--- src/rtl/ring_johnson_seq.sv ---
// Rotating timing-sequence generator: one-hot ring (WIDTH phases) or Johnson (2*WIDTH phases),
// with decoded phase strobes, phase index, wrap pulse, parallel load and illegal-state recovery.
module ring_johnson_seq #(
  parameter int unsigned WIDTH = 6
) (
  input  logic                            clk,
  input  logic                            reset,
  input  logic                            en,
  input  logic                            mode,
  input  logic                            dir,
  input  logic                            load,
  input  logic [WIDTH-1:0]                load_val,
  output logic [WIDTH-1:0]                state,
  output logic [2*WIDTH-1:0]              phase,
  output logic [$clog2(2*WIDTH)-1:0]      phase_idx,
  output logic                            valid,
  output logic                            wrap,
  output logic                            err
);

  localparam int unsigned N2 = 2 * WIDTH;
  localparam int unsigned IW = $clog2(N2);
  localparam int unsigned CW = IW + 1;
  localparam logic [WIDTH-1:0] RING_RST = WIDTH'(1) << (WIDTH - 1);
  localparam logic [WIDTH-1:0] JOHN_RST = '0;

  logic [WIDTH-1:0] state_q, state_d;
  logic             mode_q,  mode_d;
  logic             wrap_q,  wrap_d;
  logic             err_q,   err_d;

  logic             valid_c;
  logic [IW-1:0]    idx_c;
  logic [N2-1:0]    phase_c;
  logic [IW-1:0]    last_idx_c;

  function automatic logic [CW-1:0] popcnt(input logic [WIDTH-1:0] v);
    logic [CW-1:0] c;
    c = '0;
    for (int unsigned i = 0; i < WIDTH; i++) begin
      c = c + CW'(v[i]);
    end
    return c;
  endfunction

  // Legal Johnson patterns have at most one boundary between adjacent differing bits.
  function automatic logic johnson_ok(input logic [WIDTH-1:0] v);
    logic [CW-1:0] t;
    t = '0;
    for (int unsigned i = 0; i < WIDTH - 1; i++) begin
      t = t + CW'(v[i] ^ v[i+1]);
    end
    return (t <= CW'(1));
  endfunction

  function automatic logic [IW-1:0] ring_index(input logic [WIDTH-1:0] v);
    logic [IW-1:0] r;
    r = '0;
    for (int unsigned i = 0; i < WIDTH; i++) begin
      if (v[i]) r = IW'(WIDTH - 1 - i);
    end
    return r;
  endfunction

  function automatic logic [IW-1:0] johnson_index(input logic [WIDTH-1:0] v);
    logic [CW-1:0] pc;
    logic [IW-1:0] r;
    pc = popcnt(v);
    if (v == '0)           r = '0;
    else if (v[WIDTH-1])   r = IW'(pc);
    else                   r = IW'(CW'(N2) - pc);
    return r;
  endfunction

  // State register
  always_ff @(posedge clk or posedge reset) begin
    if (reset) begin
      state_q <= RING_RST;
      mode_q  <= 1'b0;
      wrap_q  <= 1'b0;
      err_q   <= 1'b0;
    end else begin
      state_q <= state_d;
      mode_q  <= mode_d;
      wrap_q  <= wrap_d;
      err_q   <= err_d;
    end
  end

  // Phase decode from the registered state and mode
  always_comb begin
    valid_c    = 1'b0;
    idx_c      = '0;
    phase_c    = '0;
    last_idx_c = mode_q ? IW'(N2 - 1) : IW'(WIDTH - 1);
    if (mode_q) begin
      valid_c = johnson_ok(state_q);
      if (valid_c) idx_c = johnson_index(state_q);
    end else begin
      valid_c = (popcnt(state_q) == CW'(1));
      if (valid_c) idx_c = ring_index(state_q);
    end
    for (int unsigned k = 0; k < N2; k++) begin
      phase_c[k] = valid_c && (idx_c == IW'(k));
    end
  end

  // Next state: load > mode change > correction > shift > hold
  always_comb begin
    state_d = state_q;
    mode_d  = mode;
    wrap_d  = 1'b0;
    err_d   = 1'b0;
    if (load) begin
      state_d = load_val;
    end else if (mode != mode_q) begin
      state_d = mode ? JOHN_RST : RING_RST;
    end else if (en && !valid_c) begin
      state_d = mode_q ? JOHN_RST : RING_RST;
      err_d   = 1'b1;
    end else if (en) begin
      case ({mode_q, dir})
        2'b00:   state_d = {state_q[0], state_q[WIDTH-1:1]};
        2'b01:   state_d = {state_q[WIDTH-2:0], state_q[WIDTH-1]};
        2'b10:   state_d = {~state_q[0], state_q[WIDTH-1:1]};
        default: state_d = {state_q[WIDTH-2:0], ~state_q[WIDTH-1]};
      endcase
      wrap_d = dir ? (idx_c == '0) : (idx_c == last_idx_c);
    end
  end

  // Output drive
  always_comb begin
    state     = state_q;
    wrap      = wrap_q;
    err       = err_q;
    valid     = valid_c;
    phase_idx = idx_c;
    phase     = phase_c;
  end

endmodule

--- config.mk ---
export PLATFORM = sky130hd
export DESIGN_NAME = ring_johnson_seq
export DESIGN_NICKNAME = d
export VERILOG_FILES = /design/src/rtl/ring_johnson_seq.sv
export SDC_FILE = /design/constraint.sdc
export NUM_CORES = 1
export LEC_CHECK = 0
export CORE_MARGIN = 10
export CORE_UTILIZATION = 45
export DETAILED_ROUTE_END_ITERATION = 8
export PLACE_DENSITY = 0.75
export SYNTH_ARGS = -nofsm -noshare
export SYNTH_HDL_FRONTEND = slang
export SYNTH_SLANG_ARGS = --single-unit
--- constraint.sdc ---
create_clock -name clk -period 5.9 [get_ports clk]
set_input_delay 1.77 -clock clk [delete_from_list [all_inputs] [get_ports clk]]
set_output_delay 1.77 -clock clk [all_outputs]
set_load 0.02 [all_outputs]
Word-level counts from Yosys, hierarchy flattened
Cells that the tools add are included.

Div/mod/pow operators: 0. Reductions and logical operators: 18. Bitwise operators: 7. Add/sub/neg operators: 10. Equal/unequal tests: 16. Order comparisons: 1. Mux-type cells: 28. Shift-type cells: 0. Multipliers: 0.

Operators by type and width (number): $mux W4 (11); $mux W6 (6); $pmux W6 S3 (1); $eq A4 B3 Y1 const B (4); $eq A4 B4 Y1 const B (4); $logic_and A1 B1 Y1 (13); $add A4 B1 Y5 (2); $mux W1 (9); $add A3 B1 Y4 (2); $eq A4 B2 Y1 const B (2); $add A2 B1 Y3 (2); $logic_not A6 Y1 (1); $add A5 B1 Y5 (1); $eq A5 B1 Y1 const B (1); $le A5 B1 Y1 const B (1); $xor A1 B1 Y1 (5); $add A1 B1 Y2 (2); $eq A4 B1 Y1 const B (1); $eq A4 B4 Y1 (1); $logic_not A4 Y1 (1); $reduce_bool A4 Y1 (1); $sub A4 B4 Y4 const A (1); $mux W3 (1); $eq A2 B1 Y1 const B (1); 5 further kinds (6).

Memories kept: 0. Bits in registers: 9. Bits of input ports: 12. Bits in writable memories: 0. Latch bits: 0. Logic and storage cells: 84. Memory bits (read-only): 0.

Depth between registers and ports, before layout
Depth after elaboration: 16. Mapped depth: 13. Gate-level depth less buffers: 13.

Worst setup path before layout
Ideal clock, no wire load.

Path type: register to output. Start point: register state_q[0], in the netlist state[0]. End point: output port phase[4]. Arrival: 3.996 ns. Buffers on the path: 0. Data required time: 4.130 ns. Stages on the path, launching flop included: 13. Setup slack: 0.134 ns. Path through: dfrtp_1 inv_1 fa_1 fa_1 inv_1 ha_1 fa_1 inv_1 ha_1 or3b_1 o21ai_0 or3b_2 nor2_1.

RTL lines: start, declared (RTL line 27) `logic [WIDTH-1:0] state_q, state_d;`; start signal, assigned (RTL line 83) `state_q <= state_d;`; $add A1 B1 Y2 / $xor A1 B1 Y1 (equally long branches) (RTL line 41, 51); $add A2 B1 Y3 / $add A1 B1 Y2 (equally long branches) (RTL line 41, 51); $add A3 B1 Y4 / $add A2 B1 Y3 (equally long branches) (RTL line 41, 51); $add A4 B1 Y5 / $add A3 B1 Y4 (equally long branches) (RTL line 41, 51); $add A5 B1 Y5 / $add A4 B1 Y5 (equally long branches) (RTL line 41, 51); $eq A5 B1 Y1 / $le A5 B1 Y1 (equally long branches) (RTL line 100, 53); $mux W1 (*) (RTL line 96) `if (mode_q) begin`; via valid (RTL line 16) `output logic valid,`; $logic_and A1 B1 Y1 (*) (RTL line 104) `phase_c[k] = valid_c && (idx_c == IW'(k));`; end, declared (RTL line 14) `output logic [2*WIDTH-1:0] phase,`.

Mark *: on every way through the listed nets, which the timed path passes. The rest lies on a longest branch.

Final worst setup path
Start point: register state_q[0], in the netlist state[0]. End point: output port phase[4].

Word-level cells in the longest chain between the ends: 12.

Ends and longest elaborated chain: $add A1 B1 Y2 (RTL line 41) `c = c + CW'(v[i]);`; $add A2 B1 Y3 (RTL line 41); $add A3 B1 Y4 (RTL line 41); $add A4 B1 Y5 (RTL line 41); $add A5 B1 Y5 (RTL line 41); $sub A4 B4 Y4 (RTL line 71) `else r = IW'(CW'(N2) - pc);`; $mux W4 (RTL line 70) `else if (v[WIDTH-1]) r = IW'(pc);`; $mux W4 (RTL line 69) `if (v == '0) r = '0;`; $mux W4 (RTL line 98) `if (valid_c) idx_c = johnson_index(state_q);`; $mux W4 (RTL line 96); $eq A4 B3 Y1 (RTL line 104); $logic_and A1 B1 Y1 (*) (RTL line 104).

Every way passes the cells marked *; elsewhere a longest branch is shown, timed or not.

==> impl_metrics.py <==
metrics = {
    "die": {
        "fp.dieW_um": 69.2,
        "start_util_pct": 48.3,
        "num_rows": 17,
        "dieHeight_um": 69.2,
        "dieArea_mm2": 0.00479,
        "ios": 37,
        "core-area_mm2": 0.00225,
    },
    "final_layout": {
        "num_antenna_cells": 0,
        "layout-area-overhead-vs-synth_pct": 40.1,
        "layout-drive-gt1-share_pct": 15.9,
        "layout_commonest_cell": "clkdlybuf4s50_1",
        "nets": 196,
        "most-common-layout-cells": "24 x clkdlybuf4s50_1, 23 x nor2_1, 11 x inv_1",
        "utilization_pct": 67.7,
        "stdcell_area_mm2": 0.00153,
    },
    "detailed_routing": {
        "drtPass1Iterations": 4,
        "vias": 1101,
        "viasPerCell": 5.56,
        "ant_nets": 0,
        "wl_per_cell_um": 16.2,
        "route.detailed.drc": 0,
        "wirelength_mm": 3.21,
        "drt_iter0_drc": 47,
    },
    "worst_hold_path": {
        "hold_depth": 3,
        "hold_start": "state[0]",
        "hp-class": "flip-flop to flip-flop",
    },
    "power_and_ir_drop": {
        "p_leak_nw": 0.774,
        "p_sw_share_pct": 49.8,
        "pwr-share-seq_pct": 13.4,
        "vdd_drop_max_v": 0.000247,
        "power.switching_uw": 278,
        "p_int_uw": 280,
        "combPwrFrac_pct": 77.2,
        "power_frac_clock_pct": 9.4,
        "powerDensity_mw_per_mm2": 365,
    },
    "timing": {
        "tightest_slew_ns": 0.571,
        "fmax_mhz": 175,
        "final.min_clock_period_ns": 5.73,
        "skew_ns": 0.00767,
        "hold_viol": 0,
        "slew_viol_final": 0,
        "timing.final.crit_share_pct": 97.1,
        "rsz0062_at_grt": "no",
        "maxSlewHeadroom_pct": 61.6,
        "fin_setup_tns_ns": 0,
        "holdWs_ns": 0.706,
        "finalSetupViolCount": 0,
    },
    "cts": {
        "cts_buffer_depth": 2,
        "clockRootBuffer": "clkbuf_4",
        "cts.htree.levels": 1,
        "clk_pin_slew_ns": 0.07,
        "cts_tree": "yes",
        "post_cts_buffers": 0,
        "clock_latency_ns": 0.28,
        "clock-sinks": 9,
        "postCtsResizedCells": 14,
        "cts_hold_buf": 0,
        "cts_made_buffers": 3,
    },
    "placement": {
        "port_buffers": 36,
        "post_dp_cell_area_mm2": 0.00149,
        "dpl.hpwl_mm": 2.62,
        "gp_congestion": 0.871,
    },
    "setup_path": {
        "reg2reg_slack_ns": 2.25,
        "path_max_fanout": 4,
        "cp.arrival_ns": 3.96,
        "worstPathRequired_ns": 4.13,
        "path_cells": "inv_1 -> fa_1 -> fa_1 -> inv_1 -> ha_1 -> fa_1 -> inv_1 -> ha_1 -> or3b_1 -> o21ai_1 -> or3b_4 -> nor2_1 -> buf_2",
        "crit_slowest_cell": "fa_1",
        "r2r-start": "state[0]",
        "max_stage_delay_ns": 0.50,
        "cp-end-kind": "primary output",
        "critPathLaunch": "state[0]",
        "critPathLaunchType": "flip-flop",
        "crit_type": "flip-flop to primary output",
        "rr_endpoint": "state[3]",
        "setup.worst_path.end": "phase[4]",
        "reg2regPathDepth": 13,
    },
    "grt": {
        "grt_pass1_vias": 1142,
        "grt_usage_pct": 12.9,
        "grt_max_degree": 13,
        "grt_pass1_wl_mm": 5.42,
        "antenna_found_initial": 0,
        "overflow": 0,
    },
    "synthesis": {
        "synth-edff-count": 0,
        "synthCells": 131,
        "netlist_area_mm2": 0.00109,
        "yosysSeqAreaShare_pct": 20.8,
        "synth_cell_type_count": 41,
        "synthFlopType": "dfrtp_1",
        "synth_area_per_cell_um2": 8.32,
        "synth.net_count": 156,
        "async_flop_share_pct": 100,
        "yosysWarningCount": 0,
        "synth_seq_cells": 9,
    },
    "job": {
        "maxCapViolCount": 0,
    },
    "status": {
        "status": "complete, no violations",
    },
}
flip-flops by register name (all words and copies together), names as in the netlist:
name,cells
err,1
state,6
mode_q,1
wrap,1
per-stage QoR:
stage / instances / setup WS [ns] / total power [mW]
after global placement: 194 / 0.0692 / 0.480
after global routing: 198 / 0.0160 / 0.604
after floorplan: 131 / 0.134 / 0.359
final: 198 / 0.172 / 0.557
after detailed placement: 194 / -0.0982 / 0.499
after CTS: 198 / -0.0420 / 0.551
cell families (layout without fill, tap and decap cells):
group / count (synthesis) / in the layout / synth area share (%)
compound gates: 30 / 30 / 20.2
fa+ha+maj: 13 / 13 / 17.7
buf+inv: 21 / 60 / 8.84
flops: 9 / 9 / 20.8
mux: 6 / 6 / 5.51
xor+xnor: 6 / 6 / 4.82
simple gates: 46 / 46 / 22.2
Yosys cell counts, types with 2 or more instances:
cell type	number	share of area [%]
xnor2_1	3	2.4
o211ai_1	2	1.4
nor2_1	23	7.9
fa_1	4	7.3
a31oi_1	2	1.1
xor2_1	3	2.4
mux2i_1	6	5.5
a21oi_1	8	3.7
a2bb2oi_1	4	3.2
dfrtp_1	8	18
nand2_1	4	1.4
o21ai_0	2	0.92
or3_1	2	1.1
nor4b_1	2	1.6
buf_6	2	2.1
ha_1	9	10
o2bb2ai_1	2	1.6
nand2b_1	3	1.7
nand3_1	3	1.4
o21ai_2	3	2.4
clkbuf_1	4	1.4
inv_1	13	4.5
power by group through the flow:
stage | Combinational, mW | Clock, mW | Sequential (mW)
2_1_floorplan | 0.273 | 0 | 0.0866
3_3_place_gp | 0.405 | 0 | 0.0750
3_5_place_dp | 0.423 | 0 | 0.0754
4_1_cts | 0.424 | 0.0534 | 0.0743
5_1_grt | 0.473 | 0.0556 | 0.0756
6_report | 0.430 | 0.0522 | 0.0748
routing by layer:
layer  part of all wire, %  global-route usage, %  vias up
li1                      -                      -      530
met1                    44                   15.0      524
met2                    48                   21.7       42
met4                  0.84                   2.66        0
met5                     0                      0        -
met3                   7.0                   4.99        5
worst max-delay path, delay by kind of cell (launching register included):
kind / cells / cell delay (ns)
compound gates: 1 / 0.14
fa+ha+maj: 5 / 1.82
buf+inv: 4 / 0.42
flops: 1 / 0.35
simple gates: 3 / 0.96
area by class of cell:
class | count | area (um^2)
clock buffers | 4 | 26.3
fillers | 208 | 728
inverters | 13 | 48.8
multi-input cells | 101 | 788
flip-flops and latches | 9 | 226
well taps | 28 | 35.0
repair buffers | 43 | 402
how the worst min path moves through the flow:
stage                to  slack (ns)
2_1_floorplan  state[5]        0.67
3_3_place_gp   state[1]        0.66
3_5_place_dp   state[1]        0.67
4_1_cts        state[1]        0.69
5_1_grt        state[4]        0.76
6_report       state[0]        0.71
(Power assumes the default switching activity.)
